===== config.mk =====
export PLATFORM = sky130hd
export DESIGN_NAME = sm_seq_decoder
export DESIGN_NICKNAME = d
export VERILOG_FILES = /design/src/rtl/sm_seq_decoder.sv
export SDC_FILE = /design/constraint.sdc
export NUM_CORES = 1
export LEC_CHECK = 0
export CORE_MARGIN = 2
export CORE_UTILIZATION = 48
export DETAILED_ROUTE_END_ITERATION = 10
export PLACE_DENSITY_LB_ADDON = 0.3
export SYNTH_ARGS = -nofsm -noshare
export SYNTH_HDL_FRONTEND = slang
export SYNTH_SLANG_ARGS = --single-unit

===== constraint.sdc =====
create_clock -name clk -period 1.86 [get_ports clk]
set_input_delay 0.372 -clock clk [delete_from_list [all_inputs] [get_ports clk]]
set_output_delay 0.372 -clock clk [all_outputs]
set_load 0.01 [all_outputs]

===== src/rtl/sm_seq_decoder.sv =====
// sm_seq_decoder
// Receive-side decoder for the four-state sequencer stream 0->1->{2|3}->3->0.
// Every transition between consecutive valid samples is checked against the
// legal set. Once enough clean periods have been seen the decoder declares
// lock, recovers the sequencer's control decision from each branch taken out
// of state 1, and reports illegal transitions through a pulse and a
// saturating counter.
//
// Ports:
//   clk        in  1              rising-edge clock
//   reset      in  1              asynchronous active-high reset
//   y_in       in  2              sequencer state sample
//   y_valid    in  1              y_in carries a valid sample this cycle
//   err_clr    in  1              synchronous clear of err_count
//   ctrl_out   out 1              recovered control bit, held between decodes
//   ctrl_valid out 1              one-cycle pulse, ctrl_out was just updated
//   locked     out 1              decoder is tracking a legal sequence
//   err_pulse  out 1              one-cycle pulse, illegal transition while locked
//   err_count  out ERR_CNT_WIDTH  saturating count of locked-state errors
module sm_seq_decoder #(
  parameter int LOCK_PERIODS  = 2,
  parameter int ERR_CNT_WIDTH = 8
) (
  input  logic                     clk,
  input  logic                     reset,
  input  logic [1:0]               y_in,
  input  logic                     y_valid,
  input  logic                     err_clr,
  output logic                     ctrl_out,
  output logic                     ctrl_valid,
  output logic                     locked,
  output logic                     err_pulse,
  output logic [ERR_CNT_WIDTH-1:0] err_count
);

  // Period counter must be able to hold the value LOCK_PERIODS itself, since
  // the incremented value is compared against it before being cleared.
  localparam int PW = (LOCK_PERIODS < 2) ? 1 : $clog2(LOCK_PERIODS + 1);

  typedef enum logic {
    HUNT   = 1'b0,
    LOCKED = 1'b1
  } state_e;

  state_e                   state_q, state_d;
  logic [1:0]               prev_q, prev_d;
  logic                     havePrev_q, havePrev_d;
  logic [PW-1:0]            periodCnt_q, periodCnt_d;
  logic                     ctrlOut_q, ctrlOut_d;
  logic                     ctrlValid_q, ctrlValid_d;
  logic                     errPulse_q, errPulse_d;
  logic [ERR_CNT_WIDTH-1:0] errCount_q, errCount_d;

  logic          checkEn;
  logic          legal;
  logic          periodEnd;
  logic          branchOut;
  logic [PW-1:0] periodInc;

  // A transition is only evaluated on a valid sample that has a predecessor;
  // the very first sample after reset just seeds prev.
  assign checkEn   = y_valid && havePrev_q;
  assign periodEnd = (prev_q == 2'd3) && (y_in == 2'd0);
  assign branchOut = (prev_q == 2'd1) && (y_in[1] == 1'b1);
  assign periodInc = periodCnt_q + PW'(1);

  // Legal-transition table for the previous/current sample pair.
  always_comb begin
    legal = 1'b0;
    case ({prev_q, y_in})
      4'b00_01, 4'b01_10, 4'b01_11, 4'b10_11, 4'b11_00: legal = 1'b1;
      default:                                          legal = 1'b0;
    endcase
  end

  // State register: all decoder state plus the registered outputs.
  always_ff @(posedge clk or posedge reset) begin
    if (reset) begin
      state_q     <= HUNT;
      prev_q      <= 2'd0;
      havePrev_q  <= 1'b0;
      periodCnt_q <= '0;
      ctrlOut_q   <= 1'b0;
      ctrlValid_q <= 1'b0;
      errPulse_q  <= 1'b0;
      errCount_q  <= '0;
    end else begin
      state_q     <= state_d;
      prev_q      <= prev_d;
      havePrev_q  <= havePrev_d;
      periodCnt_q <= periodCnt_d;
      ctrlOut_q   <= ctrlOut_d;
      ctrlValid_q <= ctrlValid_d;
      errPulse_q  <= errPulse_d;
      errCount_q  <= errCount_d;
    end
  end

  // Next-state logic: hunting counts clean periods, locked drops back to
  // hunting on any illegal pair. The offending sample always becomes prev,
  // so a new hunt starts from it rather than from the last good state.
  always_comb begin
    state_d     = state_q;
    prev_d      = prev_q;
    havePrev_d  = havePrev_q;
    periodCnt_d = periodCnt_q;
    if (y_valid) begin
      prev_d     = y_in;
      havePrev_d = 1'b1;
    end
    if (checkEn) begin
      case (state_q)
        HUNT: begin
          if (!legal) begin
            periodCnt_d = '0;
          end else if (periodEnd) begin
            if (periodInc == PW'(LOCK_PERIODS)) begin
              state_d     = LOCKED;
              periodCnt_d = '0;
            end else begin
              periodCnt_d = periodInc;
            end
          end
        end
        LOCKED: begin
          if (!legal) begin
            state_d     = HUNT;
            periodCnt_d = '0;
          end
        end
        default: state_d = HUNT;
      endcase
    end
  end

  // Output logic: decodes and errors only exist while locked. The clear is
  // applied before the error increment so a same-cycle error reads back as 1.
  always_comb begin
    ctrlOut_d   = ctrlOut_q;
    ctrlValid_d = 1'b0;
    errPulse_d  = 1'b0;
    errCount_d  = err_clr ? '0 : errCount_q;
    if (checkEn && (state_q == LOCKED)) begin
      if (!legal) begin
        errPulse_d = 1'b1;
        if (errCount_d != '1) begin
          errCount_d = errCount_d + ERR_CNT_WIDTH'(1);
        end
      end else if (branchOut) begin
        ctrlOut_d   = y_in[0];
        ctrlValid_d = 1'b1;
      end
    end
  end

  assign ctrl_out   = ctrlOut_q;
  assign ctrl_valid = ctrlValid_q;
  assign locked     = (state_q == LOCKED);
  assign err_pulse  = errPulse_q;
  assign err_count  = errCount_q;

endmodule


* Word level (Yosys, flattened, before mapping)
Cells that the tools add are included.
** Word-level totals
- Memories kept :: 0
- Output and inout bits :: 12
- RAM bits :: 0
- Logic and storage cells :: 50
- Input port bits :: 6
- Bits in latches :: 0
- Register bits after elaboration :: 17
- Bits in read-only memories :: 0
** Operators by class
- Div/mod/pow operators :: 0
- Reductions and logical operators :: 8
- Mux-type cells :: 20
- Bitwise operators :: 1
- Add/sub/neg operators :: 2
- Eq/ne operators :: 11
- Multiply operators :: 0
- Magnitude comparators :: 0
- Shift operators :: 0
** Operators by type and width (number)
- $mux W8 :: 4
- $mux W1 :: 10
- $add A8 B1 Y8 const B :: 1
- $eq A4 B3 Y1 const B :: 2
- $eq A4 B4 Y1 const B :: 2
- $mux W2 :: 4
- $ne A8 B8 Y1 const B :: 1
- $reduce_and A3 Y1 :: 2
- $reduce_or A5 Y1 :: 1
- $eq A2 B2 Y1 const B :: 2
- $eq A4 B1 Y1 const B :: 1
- $logic_and A1 B1 Y1 :: 4
- $pmux W2 S2 :: 1
- $ne A3 B3 Y1 const B :: 1
- $add A2 B1 Y2 const B :: 1
- $eq A2 B1 Y1 const B :: 1
- $logic_not A2 Y1 :: 1
- $ne A2 B2 Y1 const B :: 1
- $pmux W1 S2 :: 1
- $not A1 Y1 :: 1

* Logic depth before layout (Yosys ltp)
- Word-level depth :: 6
- Mapped depth :: 5
- Depth with buffers taken out :: 4

* Worst setup path after synthesis
No wires, ideal clock.
- Path kind :: reg-to-reg
- From :: register prev_q[0]
- To :: register errCount_q[2], in the netlist err_count[2]
- Arrival :: 1473 ps
- Clock period less this slack :: 1600 ps
- Path buffers :: 0
- Cell stages (with the launch flop) :: 5
- Path slack :: 260 ps
- Cells stage by stage :: dfrtp_1 > and4bb_1 > a211o_1 > nor3_2 > mux2_1
** On the way
- Cells in the longest elaborated chain, start to end :: 5
** Ends and longest elaborated chain
- start: declaration :: line 46 : logic [1:0] prev_q, prev_d;
- start signal: assignment :: line 89 : prev_q <= prev_d;
- $eq A4 B1 Y1 (tied with other cells) :: line 70 : case ({prev_q, y_in})
- $reduce_or A5 Y1 (*) :: line 70
- $mux W1 (*) :: line 70
- $mux W8 (*) :: line 144 : if (!legal) begin
- $mux W8 (*) :: line 143 : if (checkEn && (state_q == LOCKED)) begin
- named net errCount_d[2] :: line 52 : logic [ERR_CNT_WIDTH-1:0] errCount_q, errCount_d;
- end signal: assignment :: line 95 : errCount_q <= errCount_d;
- end: declaration :: line 52
Mark *: on every way through the listed nets, which the timed path passes. The rest lies on a longest branch.
A chain may end at the register's enable or synchronous reset.

* Worst setup path in the final report
- From :: register state_q, in the netlist locked
- To :: output locked
** RTL lines
- start: declaration :: line 45 : state_e state_q, state_d;
- start signal: assignment :: line 88 : state_q <= state_d;
- end: declaration :: line 31 : output logic locked,
No word-level cell between the ends.

==> results.md <==
- Relative slew slack: 0.717
- Combined global-route utilization of all metal layers: 0.177
- Max stage delay on crit path: 0.58 ns
- Antenna violations before repair: 0
- Worst Reg2Reg Path Length in Cells: 4
- Core Footprint: between 0.0015 and 0.002 mm^2
- Combinational fraction of design power: 0.152
- Largest delay share family, worst path: buffers and inverters
- Synthesis warning total: 0
- Portion of total power attributed to the clock network: 0.282
- Count of filler cells inserted in the layout: between 100 and 150
- Hold-fix buffers at CTS: 0
- Clock insertion delay at the later pin of the skew report: 0.29 ns
- Clock tree from TritonCTS: done
- # Max-Cap Violations: 0
- Most frequent cells in the layout: sky130_fd_sc_hd__dfrtp_1 (17), sky130_fd_sc_hd__clkdlybuf4s50_1 (15), sky130_fd_sc_hd__buf_4 (9), sky130_fd_sc_hd__nand2_1 (7)
- TritonCTS sink count: 17
- Min cycle time layout: 1.70 ns
- Maximum number of pins on one net before global-route repair: 18
- Global route overflow: 0
- Worst Setup End Kind: output pin
- Sum of routed wire length over all layers: 1.63 mm
- Clock transition at path regs: around 0.090 ns
- Initial Utilization: 0.499
- Number of rows in the core area: 15
- Min setup slack post-route: approximately 0.16 ns
- Routed via count divided by cell count: 5.51
- Worst path buffer plus inverter count: 1
- Net switching fraction of the power: 0.254
- Cell Int Power: 520 uW
- Antenna violation net count after detailed routing: 0
- Antenna diode count: 0
- Number of nets produced by synthesis: 86
- Worst Setup Slack post-DPL: -0.338 ns
- Layout Nets: 116
- Vias post-DR: 694
- Worst hold slack: 0.384 ns
- Endpoints failing hold: 0
- Startpoint type of the worst setup path: flop
- Post-synthesis register bit count: 17
- Die area: 0.00211 mm^2
- Logic depth of the worst setup path including buffers: 1
- Commonest non-fill, non-tap cell in the layout: sky130_fd_sc_hd__dfrtp_1
- Buffers added on ports: 17
- Worst Hold Class: input port to async pin
- Period utilisation layout: 0.913
- Outcome: completed
- Leakage power: 0.518 nW
- Height of the chip: 45.9 um
- First DRT Iteration DRCs: 20
- Cell chain of the critical path: clkdlybuf4s50_1
- Number of setup violations in the final report: 0
- Sum of negative setup slack: 0 ns
- Non-filler cells, final: ~130
- Share of the yosys chip area belonging to registers: 0.505
- Proportion of power drawn by flip-flops and latches: 0.566
- DRC violation count after routing: 0
- Global-route wire length before repair: 2.66 mm
- Max Freq: just under 600 MHz
- CTS Buffer Depth: 2
- Cell count after synthesis: 80
- Pin slew with the least headroom to its limit: ~0.42 ns
- Root Driver: sky130_fd_sc_hd__clkbuf_4
- First-pass detailed-route iteration total: 4
- Maximum VDD drop: 390 uV
- Dominant cell type by area after synthesis: sky130_fd_sc_hd__dfrtp_1
- Power per cell area: 618 mW/mm^2
- Synth top area cells: sky130_fd_sc_hd__dfrtp_1 (51%), sky130_fd_sc_hd__mux2_2 (5.3%), sky130_fd_sc_hd__mux2_1 (4.0%)
- Setup repair after global routing missed its margin: no
- Post-DP HPWL: 1.26 mm
- Layout overhead on the synthesized area: 33.9%
- Critical Setup Path Class: flop to output pin
- Post-Synthesis Mean Instance Area: approximately 11 um^2
- Max H-tree Level: 1
- Placed Instances: 122
- Largest fanout on the critical path: 6
- Yosys top cell area share: 0.505
- Data arrival time of the worst path: 1.33 ns
- Post-synthesis instance area: 842 um^2
- Width of the die: 45.9 um
- Number of buffers added for setup after CTS: 0
- NetSw: 177 uW
- Final weighted congestion in routability-driven placement: 0.768
- Cell type of the slowest stage on the worst timing path: sky130_fd_sc_hd__clkdlybuf4s50_1
- Share of final-layout standard cells stronger than drive strength 1: 0.202
- Number of global-route vias before repair: 657
- Post-Route Skew: 0.00128 ns
- Worst endpoint required time: 1.49 ns
- Slew Limit Fails: 0
- Routed wirelength normalized by instance count: between 10 and 15 um
- Number of clock buffers inserted by TritonCTS: 3
- Library cells used by synthesis: 30
- Top-level I/O count: 18
[flip-flops by register name, summed over array words and instances, names as in the netlist]
signal and cells:
ctrl_out 1, ctrl_valid 1, err_count 8, err_pulse 1
havePrev_q 1, locked 1, periodCnt_q 2, prev_q 2
[timing repair]
action	4_1_cts	5_1_grt
endpoints found under the setup margin	1	2
gates resized for setup	2	2
pin swaps	1	1
[synthesized netlist by cell type]
cell type and instances:
sky130_fd_sc_hd__or3b_2 1, sky130_fd_sc_hd__a32o_1 1, sky130_fd_sc_hd__and2_1 2, sky130_fd_sc_hd__nand2_1 7, sky130_fd_sc_hd__nor3_2 1, sky130_fd_sc_hd__nor3_1 4
sky130_fd_sc_hd__a211oi_4 1, sky130_fd_sc_hd__nor2b_1 4, sky130_fd_sc_hd__and4bb_1 1, sky130_fd_sc_hd__mux2_1 3, sky130_fd_sc_hd__nand3_1 5, sky130_fd_sc_hd__nand4_1 2
sky130_fd_sc_hd__mux2i_1 1, sky130_fd_sc_hd__and3b_1 1, sky130_fd_sc_hd__o22a_1 1, sky130_fd_sc_hd__mux2_2 4, sky130_fd_sc_hd__or2_2 1, sky130_fd_sc_hd__a21oi_1 3
sky130_fd_sc_hd__clkbuf_1 1, sky130_fd_sc_hd__nor4_1 1, sky130_fd_sc_hd__inv_1 3, sky130_fd_sc_hd__o21ai_0 1, sky130_fd_sc_hd__a31oi_1 2, sky130_fd_sc_hd__a211o_1 1
sky130_fd_sc_hd__xnor2_1 1, sky130_fd_sc_hd__and3_1 2, sky130_fd_sc_hd__nor2_1 6, sky130_fd_sc_hd__o21a_1 1, sky130_fd_sc_hd__nor3b_1 1, sky130_fd_sc_hd__dfrtp_1 17
[kinds of logic (layout without fill, tap and decap cells)]
family,count (synthesis),in the layout,share of synthesized area
AO/OA/AOI/OAI,11,11,0.104
XOR/XNOR,1,1,0.0104
buffers and inverters,4,33,0.0178
flip-flops,17,17,0.505
multiplexers,8,8,0.105
AND/OR/NAND/NOR,39,39,0.257
[worst paths after layout]
kind | start | end | slack (ns)
worst max-delay path | locked$_DFFE_PP0P_ | locked | 0.16
worst min-delay path | reset | err_count[1]$_DFF_PP0_ | 0.38
worst max register to register | prev_q[0]$_DFFE_PP0P_ | err_count[2]$_DFF_PP0_ | 0.17
worst min register to register | periodCnt_q[1]$_DFFE_PP0P_ | periodCnt_q[1]$_DFFE_PP0P_ | 0.52
max in group asynchronous | reset | periodCnt_q[1]$_DFFE_PP0P_ | 1.29
min in group clk | y_in[0] | prev_q[0]$_DFFE_PP0P_ | 0.42
[metrics by stage]
stage	cell area, um^2	utilization	total power, mW
floorplan	842	-	0.460
global placement	1100	0.650	0.505
detailed placement	1100	0.650	0.508
CTS	1120	0.664	0.705
global route	1130	0.667	0.726
finish	1130	0.667	0.696
[power groups by stage]
stage               logic [mW]  clock network, mW  registers (mW)
detailed placement       0.107                  0           0.401
finish                   0.106              0.196           0.394
global placement         0.104                  0           0.400
floorplan               0.0608                  0           0.399
CTS                      0.107              0.205           0.394
global route             0.117              0.213           0.396
[area by class of cell]
type | count | area, um^2 | area share
clock buffers | 4 | 26.3 | 0.0233
inverters | 3 | 11.3 | 0.00999
multi-input cells | 59 | 404 | 0.358
flip-flops and latches | 17 | 425 | 0.377
well taps | 17 | 21.3 | 0.0189
repair buffers | 26 | 239 | 0.212
[layer usage]
metal,GRT usage,part of all wire,wire length [um]
met5,0,0,0
met4,0.103,0.023,37
met3,0.0278,0.040,65
met2,0.297,0.47,772
met1,0.210,0.46,753
Power figures use the tool's default switching activity.
